## src/rtl/dmem_ctrl_pkg.sv

```systemverilog
// Shared definitions for the data-memory access controller.
// Holds the funct3 size codes, the FSM state encoding and the byte-enable masks.
// Small helpers decode a size code into its byte count and validity.
package dmem_ctrl_pkg;

  localparam logic [2:0] SZ_B  = 3'b000;
  localparam logic [2:0] SZ_H  = 3'b001;
  localparam logic [2:0] SZ_W  = 3'b010;
  localparam logic [2:0] SZ_BU = 3'b100;
  localparam logic [2:0] SZ_HU = 3'b101;

  localparam logic [3:0] MASK_B = 4'b0001;
  localparam logic [3:0] MASK_H = 4'b0011;
  localparam logic [3:0] MASK_W = 4'b1111;

  typedef enum logic [2:0] {
    IDLE    = 3'd0,
    ACC0    = 3'd1,
    ACC1    = 3'd2,
    WAIT_LD = 3'd3,
    DONE    = 3'd4
  } state_t;

  function automatic logic size_ok(input logic [2:0] sz);
    return (sz inside {SZ_B, SZ_H, SZ_W, SZ_BU, SZ_HU});
  endfunction

  function automatic logic [3:0] base_mask(input logic [2:0] sz);
    case (sz)
      SZ_B, SZ_BU: return MASK_B;
      SZ_H, SZ_HU: return MASK_H;
      default:     return MASK_W;
    endcase
  endfunction

  function automatic logic [2:0] size_bytes(input logic [2:0] sz);
    case (sz)
      SZ_B, SZ_BU: return 3'd1;
      SZ_H, SZ_HU: return 3'd2;
      default:     return 3'd4;
    endcase
  endfunction

endpackage

```

## src/rtl/dmem_load_align.sv

```systemverilog
// Load data alignment: shifts a two-word window right by the byte offset and extends.
// Latency: purely combinational.
// Backpressure: none, result follows inputs.
module dmem_load_align
  import dmem_ctrl_pkg::*;
(
  input  logic [63:0] i_window,
  input  logic [1:0]  i_off,
  input  logic [2:0]  i_size,
  output logic [31:0] o_rdata
);

  logic [31:0] w_win;

  assign w_win = 32'(i_window >> {i_off, 3'b000});

  // Sign- or zero-extend the selected lanes according to the size code.
  always_comb begin
    o_rdata = w_win;
    case (i_size)
      SZ_B:    o_rdata = {{24{w_win[7]}}, w_win[7:0]};
      SZ_BU:   o_rdata = {24'd0, w_win[7:0]};
      SZ_H:    o_rdata = {{16{w_win[15]}}, w_win[15:0]};
      SZ_HU:   o_rdata = {16'd0, w_win[15:0]};
      default: o_rdata = w_win;
    endcase
  end

endmodule

```

## src/rtl/dmem_access_ctrl.sv

```systemverilog
// LSU-to-RAM access controller: splits misaligned accesses into two word accesses.
// Latency: aligned ld 3, aligned st 2, split ld 4, split st 3, rejected 1 cycle.
// Backpressure: req_ready only in IDLE; resp_valid is a single unstalled pulse.
module dmem_access_ctrl
  import dmem_ctrl_pkg::*;
#(
  parameter int MEM_DEPTH = 32
) (
  input  logic        clk,
  input  logic        rst_n,
  input  logic        req_valid,
  output logic        req_ready,
  input  logic        req_we,
  input  logic [2:0]  req_size,
  input  logic [31:0] req_addr,
  input  logic [31:0] req_wdata,
  output logic        resp_valid,
  output logic [31:0] resp_rdata,
  output logic        resp_err,
  output logic        mem_en,
  output logic [3:0]  mem_wmask,
  output logic [31:0] mem_addr,
  output logic [31:0] mem_wdata,
  input  logic [31:0] mem_rdata
);

  localparam logic [31:0] DEPTH = 32'(MEM_DEPTH);

  state_t      r_state, w_next;
  logic        r_we, r_split, r_err;
  logic [2:0]  r_size;
  logic [1:0]  r_off;
  logic [29:0] r_a;
  logic [31:0] r_wdata, r_lo, r_hi;

  logic        w_accept, w_split_in, w_err_in;
  logic [1:0]  w_off;
  logic [29:0] w_a;
  logic [63:0] w_wdata64;
  logic [7:0]  w_mask8;
  logic [31:0] w_load_data;

  assign w_accept   = req_valid && (r_state == IDLE);
  assign w_off      = req_addr[1:0];
  assign w_a        = req_addr[31:2];
  assign w_split_in = ({2'b00, w_off} + {1'b0, size_bytes(req_size)}) > 4'd4;
  // A split access whose second word falls off the end is rejected whole, so
  // the first half is never written.
  assign w_err_in   = !size_ok(req_size)
                   || ({2'b00, w_a} >= DEPTH)
                   || (w_split_in && (({2'b00, w_a} + 32'd1) >= DEPTH));

  assign w_wdata64  = {32'd0, r_wdata} << {r_off, 3'b000};
  assign w_mask8    = {4'd0, base_mask(r_size)} << r_off;

  dmem_load_align u_load_align (
    .i_window (
      {r_hi, r_lo}),
    .i_off    (r_off),
    .i_size   (r_size),
    .o_rdata  (w_load_data)
  );

  // State register and request/read-data capture.
  always_ff @(posedge clk or negedge rst_n) begin
    if (!rst_n) begin
      r_state <= IDLE;
      r_we    <= 1'b0;
      r_split <= 1'b0;
      r_err   <= 1'b0;
      r_size  <= '0;
      r_off   <= '0;
      r_a     <= '0;
      r_wdata <= '0;
      r_lo    <= '0;
      r_hi    <= '0;
    end else begin
      r_state <= w_next;
      if (w_accept) begin
        r_we    <= req_we;
        r_size  <= req_size;
        r_off   <= w_off;
        r_a     <= w_a;
        r_split <= w_split_in;
        r_err   <= w_err_in;
        r_wdata <= req_wdata;
        r_lo    <= '0;
        r_hi    <= '0;
      end else if (r_state == ACC1 && !r_we) begin
        r_lo <= mem_rdata;
      end else if (r_state == WAIT_LD) begin
        if (r_split) r_hi <= mem_rdata;
        else         r_lo <= mem_rdata;
      end
    end
  end

  // Next-state decode and per-state drive of the request, response and RAM ports.
  always_comb begin
    w_next     = r_state;
    req_ready  = 1'b0;
    resp_valid = 1'b0;
    resp_rdata = '0;
    resp_err   = 1'b0;
    mem_en     = 1'b0;
    mem_wmask  = '0;
    mem_addr   = '0;
    mem_wdata  = '0;
    unique case (r_state)
      IDLE: begin
        req_ready = 1'b1;
        if (req_valid) w_next = w_err_in ? DONE : ACC0;
      end
      ACC0: begin
        mem_en   = 1'b1;
        mem_addr = {2'b00, r_a};
        if (r_we) begin
          mem_wmask = w_mask8[3:0];
          mem_wdata = w_wdata64[31:0];
        end
        w_next = r_split ? ACC1 : (r_we ? DONE : WAIT_LD);
      end
      ACC1: begin
        mem_en   = 1'b1;
        mem_addr = {2'b00, r_a} + 32'd1;
        if (r_we) begin
          mem_wmask = w_mask8[7:4];
          mem_wdata = w_wdata64[63:32];
        end
        w_next = r_we ? DONE : WAIT_LD;
      end
      WAIT_LD: w_next = DONE;
      DONE: begin
        resp_valid = 1'b1;
        resp_err   = r_err;
        if (!r_err && !r_we) resp_rdata = w_load_data;
        w_next = IDLE;
      end
      default: w_next = IDLE;
    endcase
  end

endmodule

```

## config.mk

```make
export PLATFORM = sky130hd
export DESIGN_NAME = dmem_access_ctrl
export DESIGN_NICKNAME = d
export VERILOG_FILES = /design/src/rtl/dmem_ctrl_pkg.sv /design/src/rtl/dmem_load_align.sv /design/src/rtl/dmem_access_ctrl.sv
export SDC_FILE = /design/constraint.sdc
export NUM_CORES = 1
export LEC_CHECK = 0
export ABC_CLOCK_PERIOD_IN_PS = 2200
export BUFFER_PORTS_ARGS = -buffer_cell sky130_fd_sc_hd__buf_2
export CORE_ASPECT_RATIO = 1.1
export CORE_MARGIN = 3
export CORE_UTILIZATION = 54
export CTS_BUF_LIST = sky130_fd_sc_hd__clkbuf_16
export DETAILED_ROUTE_END_ITERATION = 12
export PLACE_DENSITY = 0.91
export SETUP_SLACK_MARGIN = 0.2
export SLEW_MARGIN = 20
export SYNTH_ARGS = -nofsm -noshare
export SYNTH_HDL_FRONTEND = slang
export SYNTH_HIERARCHICAL = 1
export SYNTH_SLANG_ARGS = --single-unit
```

## constraint.sdc

```tcl
create_clock -name clk -period 2.2 [get_ports clk]
set_clock_uncertainty 0.05 [all_clocks]
set_input_delay 0.11 -clock clk [delete_from_list [all_inputs] [get_ports clk]]
set_output_delay 0.11 -clock clk [all_outputs]
set_load 0.01 [all_outputs]
```

==> out/qor.yml, run 1 <==
outcome:
  outcome: "aborted with a tool error"
  lastStage: "global routing (5_1_grt)"
  tool.error: "[ERROR GRT-0232] Routing congestion too high. Check the congestion heatmap in the GUI."
clock_network:
  cts-root-buf: "clkbuf_16"
  numCtsBuffers: 17
  h-tree-depth: 4
  cts_buffer_depth: 2
die:
  die_h_um: 137
  start_util: 0.555
  rows: 47
  dieWidth_um: 125
  ioPinCount: 207
global_routing:
  gr-total-overflow: 6
  grtUsageTotal: 0.762
  grt_start_max_net_pins: 50
  grt_antenna_before_repair: 3
yosys:
  syn_inst: 1050
  synth_fp_nets: 1157
  syn_avg_cell_area_um2: 8.03
  syn_area_um2: 8430
  yosys_warnings: 6
placed_design:
  gp_congestion: 0.933
  numPortBuffers: 205
  hpwl_mm: 18.5
timing:
  endpoint_type: "top-level output"
  worstEndpointGrtRepair: "mem_addr[14]"
## layer usage
metal | track usage | GRT overflow
met5 | 0.256 | 0
met4 | 0.788 | 5
met3 | 0.646 | 0
met2 | 0.922 | 1
met1 | 0.735 | 0
## timing repair
| action | in CTS |
|---|---|
| resized for setup | 185 |
| hold buffers | 101 |
| buffers inserted | 49 |
| endpoints found under the setup margin | 100 |
| gates cloned | 6 |
| endpoints found under the hold margin | 164 |
| pin swaps | 68 |
## per-stage QoR
stage / cells / instance area (µm²) / TNS [ns] / util / worst slack, ns
after CTS: 1594 / 12500 / -1.49 / 0.823 / -0.0902
after detailed placement: 1406 / 9760 / 0 / 0.643 / 0.137
after global placement: 1406 / 9760 / 0 / 0.643 / 0.215
after floorplan: 1050 / 8440 / 0 / - / 0.208
==> inputs of run 2 (changes only) <==
--- a/config.mk
+++ b/config.mk
@@ -7,13 +7,10 @@
 export LEC_CHECK = 0
 export ABC_CLOCK_PERIOD_IN_PS = 2200
 export BUFFER_PORTS_ARGS = -buffer_cell sky130_fd_sc_hd__buf_2
-export CORE_ASPECT_RATIO = 1.1
 export CORE_MARGIN = 3
-export CORE_UTILIZATION = 54
-export CTS_BUF_LIST = sky130_fd_sc_hd__clkbuf_16
+export CORE_UTILIZATION = 39
 export DETAILED_ROUTE_END_ITERATION = 12
-export PLACE_DENSITY = 0.91
-export SETUP_SLACK_MARGIN = 0.2
+export PLACE_DENSITY_LB_ADDON = 0.15
 export SLEW_MARGIN = 20
 export SYNTH_ARGS = -nofsm -noshare
 export SYNTH_HDL_FRONTEND = slang
==> out/qor.yml, run 2 <==
worst_setup_path:
  arrival_ns: 2.11
  cpPeakStageDelay_ns: 0.56
  crit_fanout: 8
  crit_family: "flip-flops"
  worstReg2RegStart: "r_state[1]"
  startpoint: "r_off[0]"
  worstSetupStartpointType: "flop"
  endpoint: "resp_rdata[27]"
  r2r_setup_slack_ns: 0.17
  crit_path_end_kind: "primary output"
  path_class: "flop to primary output"
  r2r-end: "r_a[23]"
  worstPathCellList: "buf_12, mux4_2, nand2_1, o21ai_1, and2_1, buf_2"
  cp.required_ns: 2.04
  cp.depth: 6
  crit_slowest_cell: "dfrtp_4"
  crit_buf_inv: 2
  reg2reg_depth: 7
placed_design:
  hpwl_mm: 19.8  # +6.8%
  preCtsSetupSlack_ns: 0.140  # +0.00260 ns
  numPortBuffers: 205  # unchanged
  dp_cells: 1489  # +5.9%
  place_area_um2: 9900  # +1.5%
  gp_congestion: 0.912  # -2.3%
finish:
  fillerInstances: 1869
  layout_commonest_cell: "nand2_1"
  nets: 1507
  drive_gt1_frac: 0.350
  reg_top3: "r_lo x32, r_wdata x32, r_a x30"
  syn_to_final_growth_pct: 52.3
  final_cell_mix: "373 x nand2_1, 201 x buf_2, 121 x dfrtp_1"
  final_area_um2: 12800
  stdcell_count: 1689
run:
  drv_cap: 0
power:
  power_density_nw_per_um2: 573
  power.leakage_uw: 0.00603
  ir_drop_mv: 0.371
route:
  dr.pass1.iters: 5
  wl_per_cell_um: 18.3
  finalWirelength_mm: 30.9
  ant_nets: 0
  vias: 9175
  viasPerCell: 5.43
  drc: 0
  drt-initial-drc-count: 612
yosys:
  syn_avg_cell_area_um2: 8.03  # unchanged
  syn_area_um2: 8430  # unchanged
  yosys_warnings: 6  # unchanged
  syn_inst: 1050  # unchanged
  synth_fp_nets: 1157  # unchanged
timing:
  hold_violations: 0
  setup_viol_count_final: 28
  hold_slack_ns: 0.110
  layout_setup_ws_ns: -0.0733
  rsz0062_at_grt: "yes"
  slew_violations: 0
  min_period_ns: 2.27
  fmax_mhz: 440
  setup_tns_ns: -1.17
  period_share: 1.03
clock_network:
  clk_latency_ns: 0.41
  path_clk_slew_ns: 0.06
  cts_buffer_depth: 2  # unchanged
  h-tree-depth: 4  # unchanged
  cts-root-buf: "clkbuf_16"
  cts_tree: "yes"
  clock-sinks: 129
  numCtsBuffers: 17  # unchanged
global_routing:
  grt_pass1_wl_mm: 47.3
  gr-total-overflow: 0
  grtUsageTotal: 0.249
  grt_pass1_vias: 8762
  grt_antenna_before_repair: 1
  grt_start_max_net_pins: 63
die:
  start_util: 0.398  # -0.157
  core_um2: 21200
  die_area_um2: 23400
  rows: 53  # +13%
  die_h_um: 153  # +12%
  ioPinCount: 207  # unchanged
  dieWidth_um: 153  # +22%
outcome:
  outcome: "complete, but fails checks"
  violations: "setup timing"
worst_hold_path:
  hold_depth: 4
  min_path_type: "input pin to flop"
run 2: where the power goes:
part,internal (µW),switching (µW),leakage (µW),total [µW]
clock,1840,1090,0.000283,2930
sequential,2550,216,0.00167,2760
combinational,833,831,0.00408,1660
run 2: layout make-up:
class | instances | area [µm²] | area share
sequential | 129 | 3240 | 0.252
clock inverter | 9 | 131 | 0.0102
multi-input combinational | 825 | 5290 | 0.412
antenna | 1 | 2.50 | 0.000195
clock buffer | 23 | 468 | 0.0365
timing repair buffer | 419 | 3330 | 0.259
tap | 275 | 344 | 0.0268
inverter | 8 | 33.8 | 0.00263
run 2: worst min path at each step:
stage,from,endpoint,slack [ns]
final,req_valid,r_wdata[14],0.11
after floorplan,rst_n,r_a[0],-0.24
after detailed placement,rst_n,r_a[28],0.03
after global routing,req_valid,r_size[0],0.13
after global placement,rst_n,r_a[28],0.03
after CTS,req_valid,r_size[0],0.10
run 2: metrics by stage:
stage          power (µW)  utilization
4_1_cts              7130        0.569
6_report             7360        0.607
3_5_place_dp         3880        0.468
5_1_grt              7670        0.607
3_3_place_gp         3870        0.468
2_1_floorplan        3400            -
run 2: repair_timing:
item | 4_1_cts | 5_1_grt
hold endpoints to repair | 182 | 0
hold buffers | 101 | 0
pin swaps | 20 | 49
gates resized for setup | 80 | 127
setup endpoints to repair | 82 | 87
cloned | 3 | 8
setup buffers | 26 | 34
run 2: routing by layer:
layer  track usage  up-vias  wire length [µm]
met1         0.328     4418             12900
met3        0.0464       47              2050
met2         0.420      386             15200
met5             0        -                 0
met4        0.0747        0               705
li1              -     4324                 -
run 2: worst min-delay path, cell delays in order:
cell	delay [ns]
buf_2	0.11
nand2_2	0.16
nand2_1	0.11
nand2_1	0.04
(Power assumes the default switching activity.)
